### config.mk
export PLATFORM = sky130hd
export DESIGN_NAME = oam_dma
export DESIGN_NICKNAME = d
export VERILOG_FILES = /design/src/rtl/oam_dma_pkg.sv /design/src/rtl/oam_dma_cycle_parity.sv /design/src/rtl/oam_dma.sv
export SDC_FILE = /design/constraint.sdc
export NUM_CORES = 1
export LEC_CHECK = 0
export ABC_AREA = 0
export BUFFER_PORTS_ARGS = -buffer_cell sky130_fd_sc_hd__buf_2
export CAP_MARGIN = 20
export CORE_ASPECT_RATIO = 0.75
export CORE_MARGIN = 3
export CORE_UTILIZATION = 51
export CTS_CLUSTER_SIZE = 40
export DETAILED_ROUTE_END_ITERATION = 8
export HOLD_SLACK_MARGIN = 0.12
export PLACE_DENSITY_LB_ADDON = 0.05
export SLEW_MARGIN = 15
export SYNTH_ARGS = -nofsm -noshare
export SYNTH_HDL_FRONTEND = slang
export SYNTH_SLANG_ARGS = --single-unit
### constraint.sdc
create_clock -name i_clk -period 4.2 [get_ports i_clk]
set_input_delay 0.42 -clock i_clk [delete_from_list [all_inputs] [get_ports i_clk]]
set_output_delay 0.42 -clock i_clk [all_outputs]
set_load 0.03 [all_outputs]
### src/rtl/oam_dma_pkg.sv
// Shared definitions for the sprite OAM DMA engine: FSM encoding, bus addresses
// and the read/write encoding of the system bus.
package oam_dma_pkg;

    typedef enum logic [2:0] {
        ST_IDLE  = 3'd0,
        ST_HALT  = 3'd1,
        ST_ALIGN = 3'd2,
        ST_READ  = 3'd3,
        ST_WRITE = 3'd4
    } state_e;

    localparam logic [15:0] DEF_TRIGGER_ADDRESS = 16'h4014;
    localparam logic [15:0] DEF_OAMDATA_ADDRESS = 16'h2004;

    localparam logic RW_READ  = 1'b1;
    localparam logic RW_WRITE = 1'b0;

endpackage

### src/rtl/oam_dma_cycle_parity.sv
// Get/put cycle toggle: 0 = get (read slot), 1 = put (write slot).
// Advances once per enabled CPU cycle; shared with the DMC DMA path.
module oam_dma_cycle_parity (
    input  logic i_clk,
    input  logic i_reset,
    input  logic i_ce,
    output logic o_parity
);

    logic parity_q;

    always_ff @(posedge i_clk or posedge i_reset) begin
        if (i_reset)   parity_q <= 1'b0;
        else if (i_ce) parity_q <= ~parity_q;
    end

    assign o_parity = parity_q;

endmodule

### src/rtl/oam_dma.sv
// Sprite OAM DMA: snoops CPU writes to the trigger address, halts the CPU and
// copies one 256-byte page to OAMDATA as alternating get/put bus cycles.
module oam_dma
    import oam_dma_pkg::*;
#(
    parameter logic [15:0] TRIGGER_ADDRESS = DEF_TRIGGER_ADDRESS,
    parameter logic [15:0] OAMDATA_ADDRESS = DEF_OAMDATA_ADDRESS
) (
    input  logic        i_clk,
    input  logic        i_reset,
    input  logic        i_ce,
    input  logic [15:0] i_cpu_address,
    input  logic [7:0]  i_cpu_data,
    input  logic        i_cpu_rw,
    input  logic [7:0]  i_bus_data,
    output logic        o_halt,
    output logic        o_bus_owner,
    output logic [15:0] o_address,
    output logic [7:0]  o_data,
    output logic        o_rw
);

    state_e     state_q, state_d;
    logic [7:0] page_q, page_d;
    logic [7:0] index_q, index_d;
    logic [7:0] latch_q, latch_d;
    logic       parity;

    oam_dma_cycle_parity u_parity (
        .i_clk    (i_clk),
        .i_reset  (i_reset),
        .i_ce     (i_ce),
        .o_parity (parity)
    );

    always_ff @(posedge i_clk or posedge i_reset) begin
        if (i_reset) begin
            state_q <= ST_IDLE;
            page_q  <= 8'h00;
            index_q <= 8'h00;
            latch_q <= 8'h00;
        end else begin
            state_q <= state_d;
            page_q  <= page_d;
            index_q <= index_d;
            latch_q <= latch_d;
        end
    end

    always_comb begin
        state_d     = state_q;
        page_d      = page_q;
        index_d     = index_q;
        latch_d     = latch_q;
        o_halt      = 1'b1;
        o_bus_owner = 1'b1;
        o_address   = OAMDATA_ADDRESS;
        o_rw        = RW_READ;
        o_data      = latch_q;

        unique case (state_q)
            ST_IDLE: begin
                o_halt      = 1'b0;
                o_bus_owner = 1'b0;
                o_address   = 16'h0000;
                if (i_ce && i_cpu_rw == RW_WRITE && i_cpu_address == TRIGGER_ADDRESS) begin
                    page_d  = i_cpu_data;
                    index_d = 8'h00;
                    state_d = ST_HALT;
                end
            end
            ST_HALT: begin
                // CPU still owns the bus this cycle; reads must land on get cycles
                o_bus_owner = 1'b0;
                o_address   = 16'h0000;
                if (i_ce) state_d = parity ? ST_READ : ST_ALIGN;
            end
            ST_ALIGN: begin
                if (i_ce) state_d = ST_READ;
            end
            ST_READ: begin
                o_address = {page_q, index_q};
                if (i_ce) begin
                    latch_d = i_bus_data;
                    state_d = ST_WRITE;
                end
            end
            ST_WRITE: begin
                o_rw = RW_WRITE;
                if (i_ce) begin
                    index_d = index_q + 8'd1;
                    state_d = (index_q == 8'hFF) ? ST_IDLE : ST_READ;
                end
            end
            default: state_d = ST_IDLE;
        endcase
    end

endmodule

== Word level (Yosys, flattened, before mapping) ==
Cells that the tools add are included.
Storage, ports and cells
  bits of input ports: 36
  word-level logic and storage cells: 43
  bits in registers: 28
Operators by class
  bitwise operators: 2
  equality and inequality tests: 11
  reduce and logical (&&, ||, !) cells: 9
  add/subtract/negate cells: 1
  multiplexer cells: 15
Operators with widths (number)
  one-hot mux 16 bit (2 select lines): 1
  == test 16 x 15 -> 1 bit (second input constant): 1
  2-to-1 mux 8 bit: 2
  one-hot mux 8 bit (2 select lines): 1
  2-to-1 mux 3 bit: 5
  one-hot mux 3 bit (5 select lines): 1
  inequality test 2 bit (second input constant): 5
  adder 8 x 1 -> 8 bit (second input constant): 1
  == test 8 bit (second input constant): 1
  == test 3 x 2 -> 1 bit (second input constant): 2
  AND reduction 5 bit: 1
  2-to-1 mux 1 bit: 4
  AND reduction 2 bit: 2
  == test 3 x 1 -> 1 bit (second input constant): 1
  == test 3 bit (second input constant): 1
  logical NOT 3 bit: 1
  AND reduction 3 bit: 1
  logical AND 1 bit: 2
  2-to-1 mux 2 bit: 1
  NOT 1 bit: 2
  nonzero test 2 bit: 1
  OR reduction 2 bit: 1

== Longest topological paths before layout ==
  word-level depth: 5
  gate-level depth with buffers: 6
  mapped depth without buffers: 5

== Cells and area by module ==
Synthesis repeated with hierarchy kept, for this count alone.
Unflattened totals
  cells, all modules: 138
  area total of the unflattened synthesis: 1481.4 um2
By module, submodules not included
  oam_dma: instances 1, cells each 135, area an instance 1443.9 um2, sequential area each 675.6 um2
  oam_dma_cycle_parity: instances 1, cells each 3, area an instance 37.5 um2, sequential area each 25.0 um2

== Worst setup path before layout ==
No wires, ideal clock.
  kind: reg2reg
  start point: register state_q[0]
  end point: register page_q[0]
  arrival time: 1741 ps
  cell stages (with the launch flop): 7
  path slack: 2334 ps
  data required time: 4075 ps
  clock period less this slack: 1866 ps
  cells stage by stage: dfrtp_1 > buf_6 > or3_4 > nand4b_4 > nor2_8 > buf_8 > mux2_4
On the way
  cells in the longest elaborated chain, start to end: 2
Ends and longest elaborated chain
  start, declared: RTL line oam_dma.sv:23  | state_e state_q, state_d;
  start signal, assigned: RTL line oam_dma.sv:43  | state_q <= state_d;
  logical NOT 3 bit: RTL line oam_dma.sv:61  | unique case (state_q)
  AND reduction 2 bit (no line)
  end signal, assigned: RTL line oam_dma.sv:44  | page_q <= page_d;
  end, declared: RTL line oam_dma.sv:24  | logic [7:0] page_q, page_d;
Every way passes these cells.
A chain may end at the register's enable or synchronous reset.

== Worst setup path after layout ==
  start point: register state_q[1]
  end point: output port o_address[6]
On the way
  cells in the longest elaborated chain, start to end: 3
  elaborated cells on any way between the ends: 5
  classes of those cells: 2 x eq/ne; 1 x mux; 2 x reduce/logical
Ends and longest elaborated chain
  == test 3 x 1 -> 1 bit or logical NOT 3 bit (tied branches): RTL line oam_dma.sv:61
  OR reduction 2 bit (no line)
  one-hot mux 16 bit (2 select lines) (*): RTL line oam_dma.sv:61
  end, declared: RTL line oam_dma.sv:18  | output logic [15:0] o_address,
Mark *: on every way between the ends. The rest lies on a longest branch, timed or not.

==> results.toml <==
[status]
run_status = "finished, final reports clean"

[timing]
drv_slew = 0
tns_ns = 0
finalCritPeriodShare_pct = 56.5
fin_skew_ns = 0.00376
fin_crit_ns = 2.37
worstMarginPinSlew_ns = 0.769
rsz0062_at_grt = "no"
hold_viol = 0
max_slew_margin_pct = 48.5
setup_viol = 0
fmax_mhz = 421
hold_ws_ns = 0.109

[critical_path]
crit_type = "register to primary output"
r2r_setup_slack_ns = 2.06
cp_max_fo = 15
endpoint_kind = "primary output"
ff2ff_path_depth = 4
crit_arrival_ns = 1.95
r2r-start = "state_q[1]"
regToRegEndpoint = "o_data[6]"
start_kind = "register"
critical_path_required_ns = 3.78

[route]
remaining_drc_errors = 0
dr.pass1.iters = 4
drt_wl_total_mm = 3.49
first_iter_violations = 56
route.vias.total = 1260
final_antenna_net_count = 0
wl_per_cell_um = 15.0
via_per_inst = 5.43

[clock_network]
cts_buffer_depth = 2
clk_pin_slew_ns = 0.09
cts-root-buf = "clkbuf_8"
clock-sinks = 28
htree_levels = 1
cts-buffers-inserted = 3
clk_latency_ns = 0.27
cts_resized = 0
post_cts_buffers = 0
tritoncts = "built"
ctsHoldBuffers = 0

[yosys]
synth-main-ff-cell = "dfrtp_1"
ys_seq_area_share_pct = 47.0
synth.most_common_cell = "dfrtp_1"
syn_nets = 172
syn_avg_cell_area_um2 = 11.0
synthArstFlopShare_pct = 100
synth_area_um2 = 1490
synth_edf_count = 0
ys_top_cells_by_area = "dfrtp_1 (47%), mux2_2 (9.8%), and2_1 (6.7%)"
yosysTopAreaCellShare_pct = 47.0
synth-seq-cells = 28
synth_area_leader_cell = "dfrtp_1"
yosys_warnings = 0
synth.top_cells.by_count = "dfrtp_1 (28), and2_1 (16), mux2_2 (13)"
synth_cells = 135
synth.distinct_cells = 37

[placed_design]
dp_hpwl_mm = 2.69
gp_congestion = 0.821
port-buffer-count = 62

[die]
dieArea_um2 = 3620
start_util_pct = 55.2
coreArea_um2 = 2700
die_h_um = 52.8
die_w_um = 68.4
num_rows = 16
num_io_pins = 63

[layout]
insertedDiodeCount = 0
area_growth_pct = 26.5
drive_gt1_share_pct = 45.4
fill_cells = 228
nets = 234

[grt]
grt_pass1_vias = 1162
grt_max_degree = 29
grt_pass1_wl_mm = 5.28
grt_remaining_overflow = 0
antenna_found_initial = 0
track_usage_pct = 19.5

[job]
cap_violations = 0

[pwr]
leakage_nw = 0.966
p_per_area_nw_per_um2 = 593
peakVddDrop_uv = 362
fin_total_pwr_w = 0.00112

[worst_hold_path]
min_path_type = "input port to async pin"
[sequential cells by signal (all words and copies together), names as in the netlist]
register           cells
page_q                 8
index_q                8
o_data                 8
u_parity.o_parity      1
state_q                3
[logic make-up (layout without fill, tap and decap cells)]
group,Yosys count,after routing,synth area share (%)
compound gates,25,25,10.8
fa+ha+maj,1,1,0.839
buf+inv,10,71,3.86
xor+xnor,1,1,0.587
flops,28,28,47.0
simple gates,54,54,24.1
mux,16,16,12.8
[power breakdown]
part / switching, W / internal, W / total, W
Sequential: 0.0000893 / 0.000352 / 0.000441
Clock: 0.0000756 / 0.0000837 / 0.000159
Combinational: 0.000320 / 0.000199 / 0.000518
[layer usage]
layer  vias up  track usage [%]  share of wire [%]  wire length, um
met3         0             6.01                7.0              245
met5         -                0                  0                0
met1       608             24.2                 40             1400
met4         0            0.990                  0                0
met2        43             34.5                 53             1850
li1        609                -                  -                -
[area by class of cell]
cell class	instances	area [um^2]	area share, %
sequential	28	701	37.1
tap	36	45.0	2.39
timing repair buffer	63	338	17.9
inverter	4	15.0	0.796
multi-input combinational	97	733	38.9
clock buffer	4	55.1	2.92
[placed cells by master (no fill, tap or decap), types with 3 or more instances in the layout]
cell type	instances
dfrtp_1	28
inv_1	4
nor4b_1	3
and2_1	16
mux2_4	3
mux2_2	13
o211ai_1	4
o21ai_0	7
buf_2	62
nand2_1	12
o22ai_1	3
clkbuf_8	4
nand3_1	3
a21oi_1	3
[worst max-delay path, stage by stage (launching register included)]
cell     delay, ns
dfrtp_1       0.46
inv_1         0.14
nor3b_2       0.65
and2_1        0.24
buf_2         0.20
[stage by stage]
stage               area (um^2)  instances  worst slack (ns)  util [%]
CTS                        1860        231              1.83      68.8
floorplan                  1490        135              2.33         -
global placement           1800        227              2.20      66.8
global route               1890        232              1.67      69.8
finish                     1890        232              1.83      69.8
detailed placement         1800        227              2.07      66.8
[worst max path at each step]
| stage | from | end | slack, ns | depth (start not counted) |
|---|---|---|---|---|
| after CTS | state_q[1] | o_address[3] | 1.83 | 4 |
| final | state_q[1] | o_address[6] | 1.83 | 4 |
| after global routing | state_q[1] | o_address[6] | 1.67 | 4 |
| after global placement | i_cpu_address[13] | page_q[4] | 2.20 | 5 |
| after floorplan | state_q[0] | page_q[0] | 2.33 | 6 |
| after detailed placement | state_q[1] | o_data[0] | 2.07 | 4 |
Note: power is estimated with default switching activity, not from simulation.
